--- src/rtl/pong_btn_debounce.sv ---
// Four-channel push-button debouncer for the pong animation stage.
// Synchronises raw pins, filters bounce, emits levels and press ticks.
module pong_btn_debounce #(
  parameter int N_BTN          = 4,
  parameter int DB_CYCLES      = 500000,
  parameter int CNT_W          = 20,
  parameter bit BTN_ACTIVE_LOW = 1'b0
) (
  input  logic             clk,
  input  logic             rst,
  input  logic [N_BTN-1:0] btn_raw,
  output logic [N_BTN-1:0] btnm,
  output logic [N_BTN-1:0] btn_tick
);

  typedef enum logic [1:0] {
    ZERO  = 2'd0,
    WAIT1 = 2'd1,
    ONE   = 2'd2,
    WAIT0 = 2'd3
  } state_t;

  localparam logic [N_BTN-1:0] INV =
    BTN_ACTIVE_LOW ? {N_BTN{1'b1}} : {N_BTN{1'b0}};
  localparam logic [CNT_W-1:0] LOAD = CNT_W'(DB_CYCLES - 1);

  logic [N_BTN-1:0] p;
  logic [N_BTN-1:0] sync1;
  logic [N_BTN-1:0] s;

  assign p = btn_raw ^ INV;

  always_ff @(posedge clk or negedge rst) begin
    if (!rst) begin
      sync1 <= '0;
      s     <= '0;
    end else begin
      sync1 <= p;
      s     <= sync1;
    end
  end

  for (genvar i = 0; i < N_BTN; i++) begin : g_ch
    state_t           st;
    logic [CNT_W-1:0] cnt;
    logic             tick;

    always_ff @(posedge clk or negedge rst) begin
      if (!rst) begin
        st   <= ZERO;
        cnt  <= '0;
        tick <= 1'b0;
      end else begin
        tick <= 1'b0;
        unique case (st)
          ZERO: begin
            if (s[i]) begin
              st  <= WAIT1;
              cnt <= LOAD;
            end
          end
          WAIT1: begin
            if (!s[i]) begin
              st <= ZERO;
            end else if (cnt == '0) begin
              st   <= ONE;
              tick <= 1'b1;
            end else begin
              cnt <= cnt - 1'b1;
            end
          end
          ONE: begin
            if (!s[i]) begin
              st  <= WAIT0;
              cnt <= LOAD;
            end
          end
          WAIT0: begin
            if (s[i]) begin
              st <= ONE;
            end else if (cnt == '0) begin
              st <= ZERO;
            end else begin
              cnt <= cnt - 1'b1;
            end
          end
        endcase
      end
    end

    // Level comes straight from the state register, so it cannot glitch.
    assign btnm[i]     = (st == ONE) || (st == WAIT0);
    assign btn_tick[i] = tick;
  end

endmodule

--- config.mk ---
export PLATFORM = sky130hd
export DESIGN_NAME = pong_btn_debounce
export DESIGN_NICKNAME = d
export VERILOG_FILES = /design/src/rtl/pong_btn_debounce.sv
export SDC_FILE = /design/constraint.sdc
export NUM_CORES = 1
export LEC_CHECK = 0
export ABC_AREA = 1
export CORE_AREA = 2 2 116 118
export CTS_BUF_LIST = sky130_fd_sc_hd__clkbuf_8
export DETAILED_ROUTE_END_ITERATION = 6
export DIE_AREA = 0 0 118 120
export GPL_ROUTABILITY_DRIVEN = 1
export MAX_ROUTING_LAYER = met4
export SLEW_MARGIN = 20
export SYNTH_ARGS = -nofsm -noshare
export SYNTH_HDL_FRONTEND = slang
export SYNTH_SLANG_ARGS = --single-unit
--- constraint.sdc ---
create_clock -name clk -period 4.25 [get_ports clk]
set_clock_uncertainty 0.15 [all_clocks]
set_input_delay 0.6375 -clock clk [delete_from_list [all_inputs] [get_ports clk]]
set_output_delay 0.6375 -clock clk [all_outputs]
set_load 0.1 [all_outputs]
==> results of run 1 <==
==> placed cells by master, fill, tap and decap left out, types with 2 or more instances in the layout <==
cell / synthesis / layout
inv_2: 3 / 3
clkbuf_8: 0 / 9
nand3_1: 101 / 101
xnor2_1: 4 / 4
o21ai_2: 5 / 5
o21ai_0: 44 / 44
or2_2: 4 / 4
nand2_1: 243 / 243
a21o_1: 9 / 9
inv_1: 82 / 83
bufinv_16: 0 / 2
nor2_1: 157 / 157
nor2_2: 6 / 6
o22ai_1: 3 / 3
nand4_1: 16 / 16
clkdlybuf4s50_1: 0 / 12
dfrtp_1: 100 / 100
o31ai_1: 2 / 2
a21oi_1: 3 / 3
nand2_2: 3 / 3
o21a_1: 2 / 2
nor4_1: 2 / 2
inv_6: 0 / 2
o21ai_1: 16 / 16
nand2_4: 2 / 2
buf_4: 4 / 3
ha_1: 8 / 8
xor2_1: 19 / 19
==> registers in the layout (all words and copies together), names as in the netlist, named ones only <==
signal     cells
g_ch.tick      4
s              4
sync1          4
g_ch.st        4
g_ch.cnt      80
==> cells by family after synthesis <==
kind of cell,synth area share
adder cells (fa/ha/maj),0.0165
AND/OR/NAND/NOR,0.371
XOR/XNOR,0.0333
buffers and inverters,0.0842
AO/OA/AOI/OAI,0.0809
flip-flops,0.414
==> power by group through the flow <==
stage	registers [W]	clock network, W	logic [W]
after floorplan	0.00117	0	0.000539
after global placement	0.00121	0	0.000641
after detailed placement	0.00121	0	0.000654
after CTS	0.00120	0.000730	0.000656
after global routing	0.00122	0.000765	0.000756
final	0.00120	0.000698	0.000653
==> cell type report <==
cell class,count,share of cell area
sequential,100,0.388
timing repair buffer,15,0.0221
clock inverter,7,0.0151
tap,176,0.0342
inverter,86,0.0501
multi-input combinational,654,0.471
clock buffer,9,0.0192
==> path summary, 6_finish.rpt <==
kind / from / to / slack [ns] / cells past startpoint
setup / recovery: g_ch[0].st[0] / g_ch[0].cnt[3] / 1.43 / 9
hold reg to reg: sync1[2] / s[2] / 0.21 / 0
setup reg to reg: g_ch[0].st[0] / g_ch[0].cnt[3] / 1.43 / 9
hold / removal: rst / g_ch[3].cnt[17] / 0.15 / 2
min in group clk: sync1[2] / s[2] / 0.21 / 0
max in group asynchronous: rst / g_ch[1].cnt[8] / 3.20 / 2
==> through the flow <==
step	total power (W)	instances	setup WS, ns	area, um^2	utilization
after floorplan	0.00171	871	2.24	6050	-
after global placement	0.00185	1031	1.48	6230	0.480
after detailed placement	0.00187	1031	1.44	6230	0.480
after CTS	0.00258	1047	1.41	6450	0.497
after global routing	0.00274	1047	1.09	6450	0.497
final	0.00255	1047	1.43	6450	0.497
==> critical path, cell delays in order, from the launching register on <==
cell and delay, ns:
dfrtp_1 0.72, inv_2 0.14, nor2_1 0.12, nand2_1 0.07, nor2_1 0.14, nand3_1 0.11, nand2_1 0.50, inv_1 0.47
o21ai_0 0.18, o21ai_0 0.10
==> metal layers <==
| layer | share of wire | vias to the layer above |
|---|---|---|
| met1 | 0.47 | 2564 |
| met2 | 0.48 | 102 |
| met5 | 0 | - |
| met3 | 0.040 | 17 |
| met4 | 0.013 | 0 |
| li1 | - | 2749 |
==> results.sh, run 1 <==
export IMPL_hold_viol_final=0
export IMPL_gp_congestion=0.912
export IMPL_placementRows=42
export IMPL_area_growth_pct=6.58
export IMPL_rsz0062_at_grt="no"
export IMPL_fp_dieArea_um2=14200
export IMPL_outcome="completed"
export IMPL_synth_area_um2=6050
export IMPL_vias_per_cell=5.19
export IMPL_synth_top_cell_area_share=0.414
export IMPL_cts_setup_buffers=0
export IMPL_wl_per_cell_um=13.0
export IMPL_worstPathMaxFanout=21
export IMPL_wirelength_um=13600
export IMPL_path_clk_slew_ns=0.10
export IMPL_switching_power_w=0.000943
export IMPL_power_frac_seq=0.470
export IMPL_synth_top_cells_by_count="nand2_1 (243), nor2_1 (157), nand3_1 (101)"
export IMPL_clockBufferDepth=2
export IMPL_ir_worst_vdd_v=0.000254
export IMPL_min_path_type="primary input to async pin"
export IMPL_grt_max_degree=60
export IMPL_power_leakage_nw=3.18
export IMPL_drv_cap=0
export IMPL_grt_pass1_wl_um=23500
export IMPL_fmax_mhz=355
export IMPL_comb_power_share=0.256
export IMPL_antenna_cells=0
export IMPL_initial_core_util=0.466
export IMPL_clock_sinks=100
export IMPL_tns_ns=0
export IMPL_layout_nets=880
export IMPL_grt_busiest_layer="met2"
export IMPL_yosysUniqueCellTypes=33
export IMPL_synthesis_nets=885
export IMPL_crit_type="flip-flop to flip-flop"
export IMPL_dr_total_vias=5432
export IMPL_relSlewSlack=0.346
export IMPL_cp_start_kind="flip-flop"
export IMPL_synthArstFlopShare=1.00
export IMPL_setup_viol=0
export IMPL_cts_root_buf="clkbuf_8"
export IMPL_yosysMostFrequentCell="nand2_1"
export IMPL_fillerInstances=1331
export IMPL_clk_latency_ns=0.40
export IMPL_io_buffers=13
export IMPL_ys_seq_area_frac=0.414
export IMPL_cts_tree="yes"
export IMPL_worst_pin_slew_ns=0.977
export IMPL_ios=14
export IMPL_hold_buffers=0
export IMPL_whs_ns=0.152
export IMPL_synth_largest_area_cell="dfrtp_1"
export IMPL_syn_inst=871
export IMPL_overflow=0
export IMPL_drive_gt1_frac=0.0482
export IMPL_cts_buffers_inserted=9
export IMPL_pwr_share_clk=0.274
export IMPL_cp_arrival_ns=2.94
export IMPL_synth_seq_cells=100
export IMPL_ys_warnings_count=0
export IMPL_slew_viol_final=0
export IMPL_grt_antenna_before_repair=0
export IMPL_grt_pass1_vias=5128
export IMPL_ant_nets=0
export IMPL_drc=0
export IMPL_period_minus_slack_ns=2.82
export IMPL_synth_edf_count=0
export IMPL_p_int_w=0.00161
export IMPL_required_ns=4.37
export IMPL_grtUsageMet2=0.347
export IMPL_chipHeight_um=120
export IMPL_period_share=0.664
export IMPL_core_um2=13000
export IMPL_ys_top_cells_by_area="dfrtp_1 (41%), nand2_1 (15%), nor2_1 (9.7%), nand3_1 (8.4%), inv_1 (5.1%)"
export IMPL_drt_pass1_iter_count=5
export IMPL_dp_hpwl_um=9810
export IMPL_die_w_um=118
export IMPL_swShare=0.369
export IMPL_worstSetupEndpointType="flip-flop"
export IMPL_syn_area_per_cell_um2=6.95
export IMPL_met1_usage=0.259
export IMPL_grtUsageTotal=0.211
export IMPL_ys_flop_type="dfrtp_1"
export IMPL_powerDensity_nw_per_um2=396
export IMPL_multi_input_area_um2=3040
export IMPL_cts_resized=0
export IMPL_drt_iter0_markers=403
export IMPL_met3_usage=0.0456
export IMPL_ff_latch_area_um2=2500
export IMPL_ctsHtreeMaxLevel=3
Power figures use the tool's default switching activity.
==> run 2, diff against run 1 <==
Settings changed: PLACE_DENSITY set to 0.66.
Clock period 4.25 ns to 2.4 ns, I/O delays scaled along.
==> run 2 against run 1 <==
  * Utilization increased by 0.23 points
  * Sequential cell count stayed put
  * Worst hold slack better by 0.055 ns
  * Largest cell class unchanged
  * Largest power group unchanged
==> results.sh, run 2 (synthesis gave the netlist of run 1 again) <==
export IMPL_placementRows=42
export IMPL_grt_pass1_wl_um=22600
export IMPL_hold_viol_final=0
export IMPL_drt_pass1_iter_count=5
export IMPL_dpl_cell_area_um2=6280
export IMPL_ctsHtreeMaxLevel=3
export IMPL_period_minus_slack_ns=2.11
export IMPL_grtUsageMet2=0.314
export IMPL_grt_antenna_before_repair=0
export IMPL_antenna_cells=0
export IMPL_worst_pin_slew_ns=0.578
export IMPL_grt_pass1_vias=4767
export IMPL_area_growth_pct=7.07
export IMPL_dr_total_vias=5241
export IMPL_cts_resized=0
export IMPL_power_leakage_nw=3.22
export IMPL_hold_start="sync1[2]"
export IMPL_most_common_layout_cells="nand2_1 (243), nor2_1 (157), nand3_1 (101)"
export IMPL_crit_type="flip-flop to flip-flop"
export IMPL_overflow=0
export IMPL_cp_start_kind="flip-flop"
export IMPL_grt_busiest_layer="met2"
export IMPL_critPathTopFamily="simple AND/OR/NAND/NOR gates"
export IMPL_final_cell_area_um2=6480
export IMPL_period_share=0.881
export IMPL_power_frac_seq=0.482
export IMPL_core_um2=13000
export IMPL_r2r_end="g_ch[3].cnt[1]"
export IMPL_pwr_share_clk=0.246
export IMPL_wirelength_um=13000
export IMPL_wl_per_cell_um=12.4
export IMPL_largest_register="g_ch.cnt"
export IMPL_drive_gt1_frac=0.0648
export IMPL_hold_depth=0
export IMPL_required_ns=2.51
export IMPL_fp_dieArea_um2=14200
export IMPL_comb_power_share=0.272
export IMPL_cp_arrival_ns=2.23
export IMPL_largest_register_ffs=80
export IMPL_ff2ff_setup_slack_ns=0.29
export IMPL_met1_usage=0.268
export IMPL_worstPathMaxFanout=29
export IMPL_drt_iter0_markers=364
export IMPL_met3_usage=0.0404
export IMPL_ir_worst_vdd_v=0.000426
export IMPL_slew_viol_final=0
export IMPL_grtUsageTotal=0.201
export IMPL_timing_rr_start="g_ch[3].cnt[0]"
export IMPL_ios=14
export IMPL_fmax_mhz=473
export IMPL_cts_root_buf="clkbuf_8"
export IMPL_outcome="completed"
export IMPL_path_cells="inv_1 > ha_1 > nand3_1 > nor2_2 > nand3_2 > nand2_4 > nand2_2 > o21a_1"
export IMPL_ant_nets=0
export IMPL_multi_input_area_um2=3040
export IMPL_vias_per_cell=4.97
export IMPL_place_inst=1039
export IMPL_dp_hpwl_um=9440
export IMPL_reg2reg_depth=8
export IMPL_chipHeight_um=120
export IMPL_min_path_type="flip-flop to flip-flop"
export IMPL_grt_max_degree=50
export IMPL_switching_power_w=0.00162
export IMPL_drv_cap=0
export IMPL_path_clk_slew_ns=0.09
export IMPL_worstSetupEndpointType="flip-flop"
export IMPL_initial_core_util=0.466
export IMPL_clk_latency_ns=0.37
export IMPL_gp_congestion=0.908
export IMPL_slowest_delay_ns=0.39
export IMPL_die_w_um=118
export IMPL_drc=0
export IMPL_slowest_stage="dfrtp_1"
export IMPL_whs_endpoint="s[2]"
export IMPL_tns_ns=0
export IMPL_cts_setup_buffers=0
export IMPL_cts_tree="yes"
export IMPL_io_buffers=13
export IMPL_setup_viol=0
export IMPL_powerDensity_nw_per_um2=675
export IMPL_layout_nets=889
export IMPL_rsz0062_at_grt="no"
export IMPL_path_buf_inv=1
export IMPL_relSlewSlack=0.611
export IMPL_cts_buffers_inserted=9
export IMPL_clockBufferDepth=2
export IMPL_clock_sinks=100
export IMPL_ff_latch_area_um2=2500
export IMPL_fillerInstances=1325
export IMPL_p_int_w=0.00275
export IMPL_swShare=0.370
export IMPL_final_common_cell="nand2_1"
export IMPL_p_total_w=0.00438
export IMPL_finalNonFillerCells=1055
-- run 2: routing by layer --
layer | vias to the layer above | share of wire | wire (um)
li1 | 2762 | - | -
met1 | 2381 | 0.50 | 6500
met2 | 83 | 0.45 | 5910
met3 | 15 | 0.035 | 455
met4 | 0 | 0.013 | 166
met5 | - | 0 | 0
-- run 2: power groups by stage --
stage	sequential, W	clock, W	combinational [W]
6_report	0.00211	0.00108	0.00119
3_5_place_dp	0.00214	0	0.00119
2_1_floorplan	0.00207	0	0.000955
5_1_grt	0.00215	0.00120	0.00138
4_1_cts	0.00211	0.00113	0.00119
3_3_place_gp	0.00214	0	0.00117
-- run 2: through the flow --
step | util | setup slack, ns | hold slack [ns]
after floorplan | - | 0.646 | -0.0856
after global placement | 0.484 | 0.368 | 0.154
after detailed placement | 0.484 | 0.296 | 0.155
after CTS | 0.499 | 0.273 | 0.212
after global routing | 0.499 | 0.0607 | 0.218
final | 0.499 | 0.286 | 0.207
-- run 2: worst max-delay path by stage --
stage	from	to	slack, ns	depth (start not counted)
floorplan	g_ch[3].cnt[0]	g_ch[3].cnt[16]	0.65	10
global placement	g_ch[3].cnt[0]	g_ch[3].cnt[1]	0.37	8
detailed placement	g_ch[3].cnt[0]	g_ch[3].cnt[1]	0.30	8
CTS	g_ch[3].cnt[0]	g_ch[3].cnt[1]	0.27	8
global route	g_ch[3].cnt[0]	g_ch[3].cnt[3]	0.06	8
finish	g_ch[3].cnt[0]	g_ch[3].cnt[1]	0.29	8
-- run 2: area by class of cell --
type | count | share of cell area
Timing Repair Buffer | 24 | 0.0317
Sequential cell | 100 | 0.386
Multi-Input combinational cell | 654 | 0.469
Clock inverter | 6 | 0.0100
Tap cell | 176 | 0.0340
Clock buffer | 9 | 0.0191
Inverter | 86 | 0.0498
-- run 2: what timing repair did --
item                                   CTS  global route
hold buffers                             1             0
setup endpoints to repair                0             0
endpoints found under the hold margin   25             0
==> run 3, diff against run 2 <==
Settings changed: PLACE_DENSITY 0.66 to not set, SKIP_LAST_GASP set to 1.
Clock period 2.4 ns to 2.1 ns, I/O delays scaled along.
==> run 3 against run 2 <==
  * Worst setup slack worse by 0.16 ns
  * Clock power up 19%
  * Via count up 5.4%
  * Cell count up 1.0%
  * Worst hold slack worse by 0.0030 ns
  * First-iteration DRC count up 9.6%
  * Sequential share of layout area down 0.75 points
  * Combinational power up 22%
  * Power up 18%
  * Critical path type unchanged
==> results.sh, run 3 (synthesis gave the netlist of run 1 again) <==
export IMPL_chipHeight_um=120
export IMPL_largest_register="g_ch.cnt"
export IMPL_wl_per_cell_um=13.2
export IMPL_r2r_end="g_ch[0].cnt[0]"
export IMPL_hold_depth=0
export IMPL_ctsHtreeMaxLevel=3
export IMPL_timing_rr_start="g_ch[0].cnt[10]"
export IMPL_worst_pin_slew_ns=0.532
export IMPL_path_clk_slew_ns=0.10
export IMPL_worstPathMaxFanout=6
export IMPL_most_common_layout_cells="nand2_1 (242), nor2_1 (156), nand3_1 (100), dfrtp_1 (100), inv_1 (82)"
export IMPL_placementRows=42
export IMPL_period_share=0.938
export IMPL_whs_endpoint="s[3]"
export IMPL_drt_pass1_iter_count=5
export IMPL_final_common_cell="nand2_1"
export IMPL_setup_viol=0
export IMPL_required_ns=2.22
export IMPL_cts_root_buf="clkbuf_8"
export IMPL_reg2reg_depth=8
export IMPL_cts_tree="yes"
export IMPL_grt_antenna_before_repair=0
export IMPL_ir_worst_vdd_v=0.000447
export IMPL_ant_nets=0
export IMPL_wirelength_um=14100
export IMPL_overflow=0
export IMPL_drc=0
export IMPL_initial_core_util=0.466
export IMPL_fp_dieArea_um2=14200
export IMPL_grtUsageTotal=0.215
export IMPL_p_total_w=0.00515
export IMPL_clk_latency_ns=0.38
export IMPL_setup_ws_ns=0.131
export IMPL_fmax_mhz=508
export IMPL_ios=14
export IMPL_path_cells="nor2_1 > nand2_1 > nor2_1 > nand3_2 > nand2_4 > clkinvlp_4 > o21ai_0 > o21ai_0"
export IMPL_vias_per_cell=5.18
export IMPL_layout_nets=899
export IMPL_outcome="completed"
export IMPL_crit_type="flip-flop to flip-flop"
export IMPL_die_w_um=118
export IMPL_worstSetupEndpointType="flip-flop"
export IMPL_fillerInstances=1337
export IMPL_antenna_cells=0
export IMPL_grt_pass1_wl_um=24400
export IMPL_dr_total_vias=5523
export IMPL_dpl_cell_area_um2=6330
export IMPL_dp_hpwl_um=9970
export IMPL_grt_pass1_vias=5286
export IMPL_period_minus_slack_ns=1.97
export IMPL_cts_buffers_inserted=9
export IMPL_hold_viol_final=0
export IMPL_drv_cap=0
export IMPL_hold_start="sync1[3]"
export IMPL_multi_input_area_um2=3070
export IMPL_core_um2=13000
export IMPL_drt_iter0_markers=399
export IMPL_largest_register_ffs=80
export IMPL_cp_start_kind="flip-flop"
export IMPL_min_path_type="flip-flop to flip-flop"
export IMPL_io_buffers=13
export IMPL_slowest_delay_ns=0.46
export IMPL_pre_cts_ws_ns=0.105
export IMPL_clock_sinks=100
export IMPL_rsz0062_at_grt="yes"
export IMPL_ff2ff_setup_slack_ns=0.13
export IMPL_tns_ns=0
export IMPL_slowest_stage="dfrtp_1"
export IMPL_cts_setup_buffers=0
export IMPL_ff_latch_area_um2=2500
export IMPL_slew_viol_final=0
export IMPL_cp_arrival_ns=2.09
export IMPL_drive_gt1_frac=0.0820
export IMPL_utilization=0.509
export IMPL_grt_max_degree=101
export IMPL_powerDensity_nw_per_um2=779
export IMPL_power_leakage_nw=3.27
export IMPL_gp_congestion=0.896
export IMPL_clockBufferDepth=2
export IMPL_relSlewSlack=0.645
export IMPL_area_growth_pct=9.18
export IMPL_final_cell_area_um2=6610
-- run 3: area by class of cell --
type / count / share of cell area
Sequential cell: 100 / 0.379
Timing Repair Buffer: 31 / 0.0396
Timing Repair inverter: 3 / 0.00341
Multi-Input combinational cell: 654 / 0.465
Tap cell: 176 / 0.0333
Clock buffer: 10 / 0.0208
Inverter: 86 / 0.0498
Clock inverter: 6 / 0.00947
-- run 3: how the worst max path moves through the flow --
stage | startpoint | slack [ns] | end
6_report | g_ch[0].cnt[10] | 0.13 | g_ch[0].cnt[0]
5_1_grt | g_ch[0].cnt[10] | -0.03 | g_ch[0].cnt[0]
4_1_cts | g_ch[2].cnt[0] | 0.09 | g_ch[2].cnt[1]
3_5_place_dp | g_ch[2].cnt[0] | 0.10 | g_ch[2].cnt[1]
3_3_place_gp | g_ch[2].cnt[4] | 0.18 | g_ch[2].cnt[1]
2_1_floorplan | g_ch[3].cnt[0] | 0.35 | g_ch[3].cnt[16]
-- run 3: worst max-delay path: cells and delay by family, from the launching register on --
kind / cells / cell delay, ns
AND/OR/NAND/NOR: 5 / 0.85
flip-flops: 1 / 0.46
AO/OA/AOI/OAI: 2 / 0.21
buffers and inverters: 1 / 0.18
-- run 3: per-layer routing --
layer / GRT usage / vias to the layer above / wire, um
met5: - / - / 0
met3: 0.0471 / 13 / 626
met4: 0.0520 / 0 / 159
met1: 0.275 / 2574 / 6650
met2: 0.351 / 144 / 6670
li1: - / 2792 / -
-- run 3: power breakdown --
part	switching, W	internal [W]	total (W)
combinational	0.000955	0.000499	0.00145
clock	0.000697	0.000584	0.00128
sequential	0.000259	0.00215	0.00241
total	0.00191	0.00324	0.00515
-- run 3: per-stage QoR --
stage / hold WS [ns] / std cells
4_1_cts: 0.188 / 1063
3_5_place_dp: 0.186 / 1046
5_1_grt: 0.196 / 1066
6_report: 0.204 / 1066
3_3_place_gp: 0.182 / 1046
2_1_floorplan: -0.131 / 871
-- run 3: timing repair --
action,CTS,global route
setup endpoints to repair,0,38
gates resized for setup,0,15
hold buffers,1,0
endpoints found under the hold margin,100,0
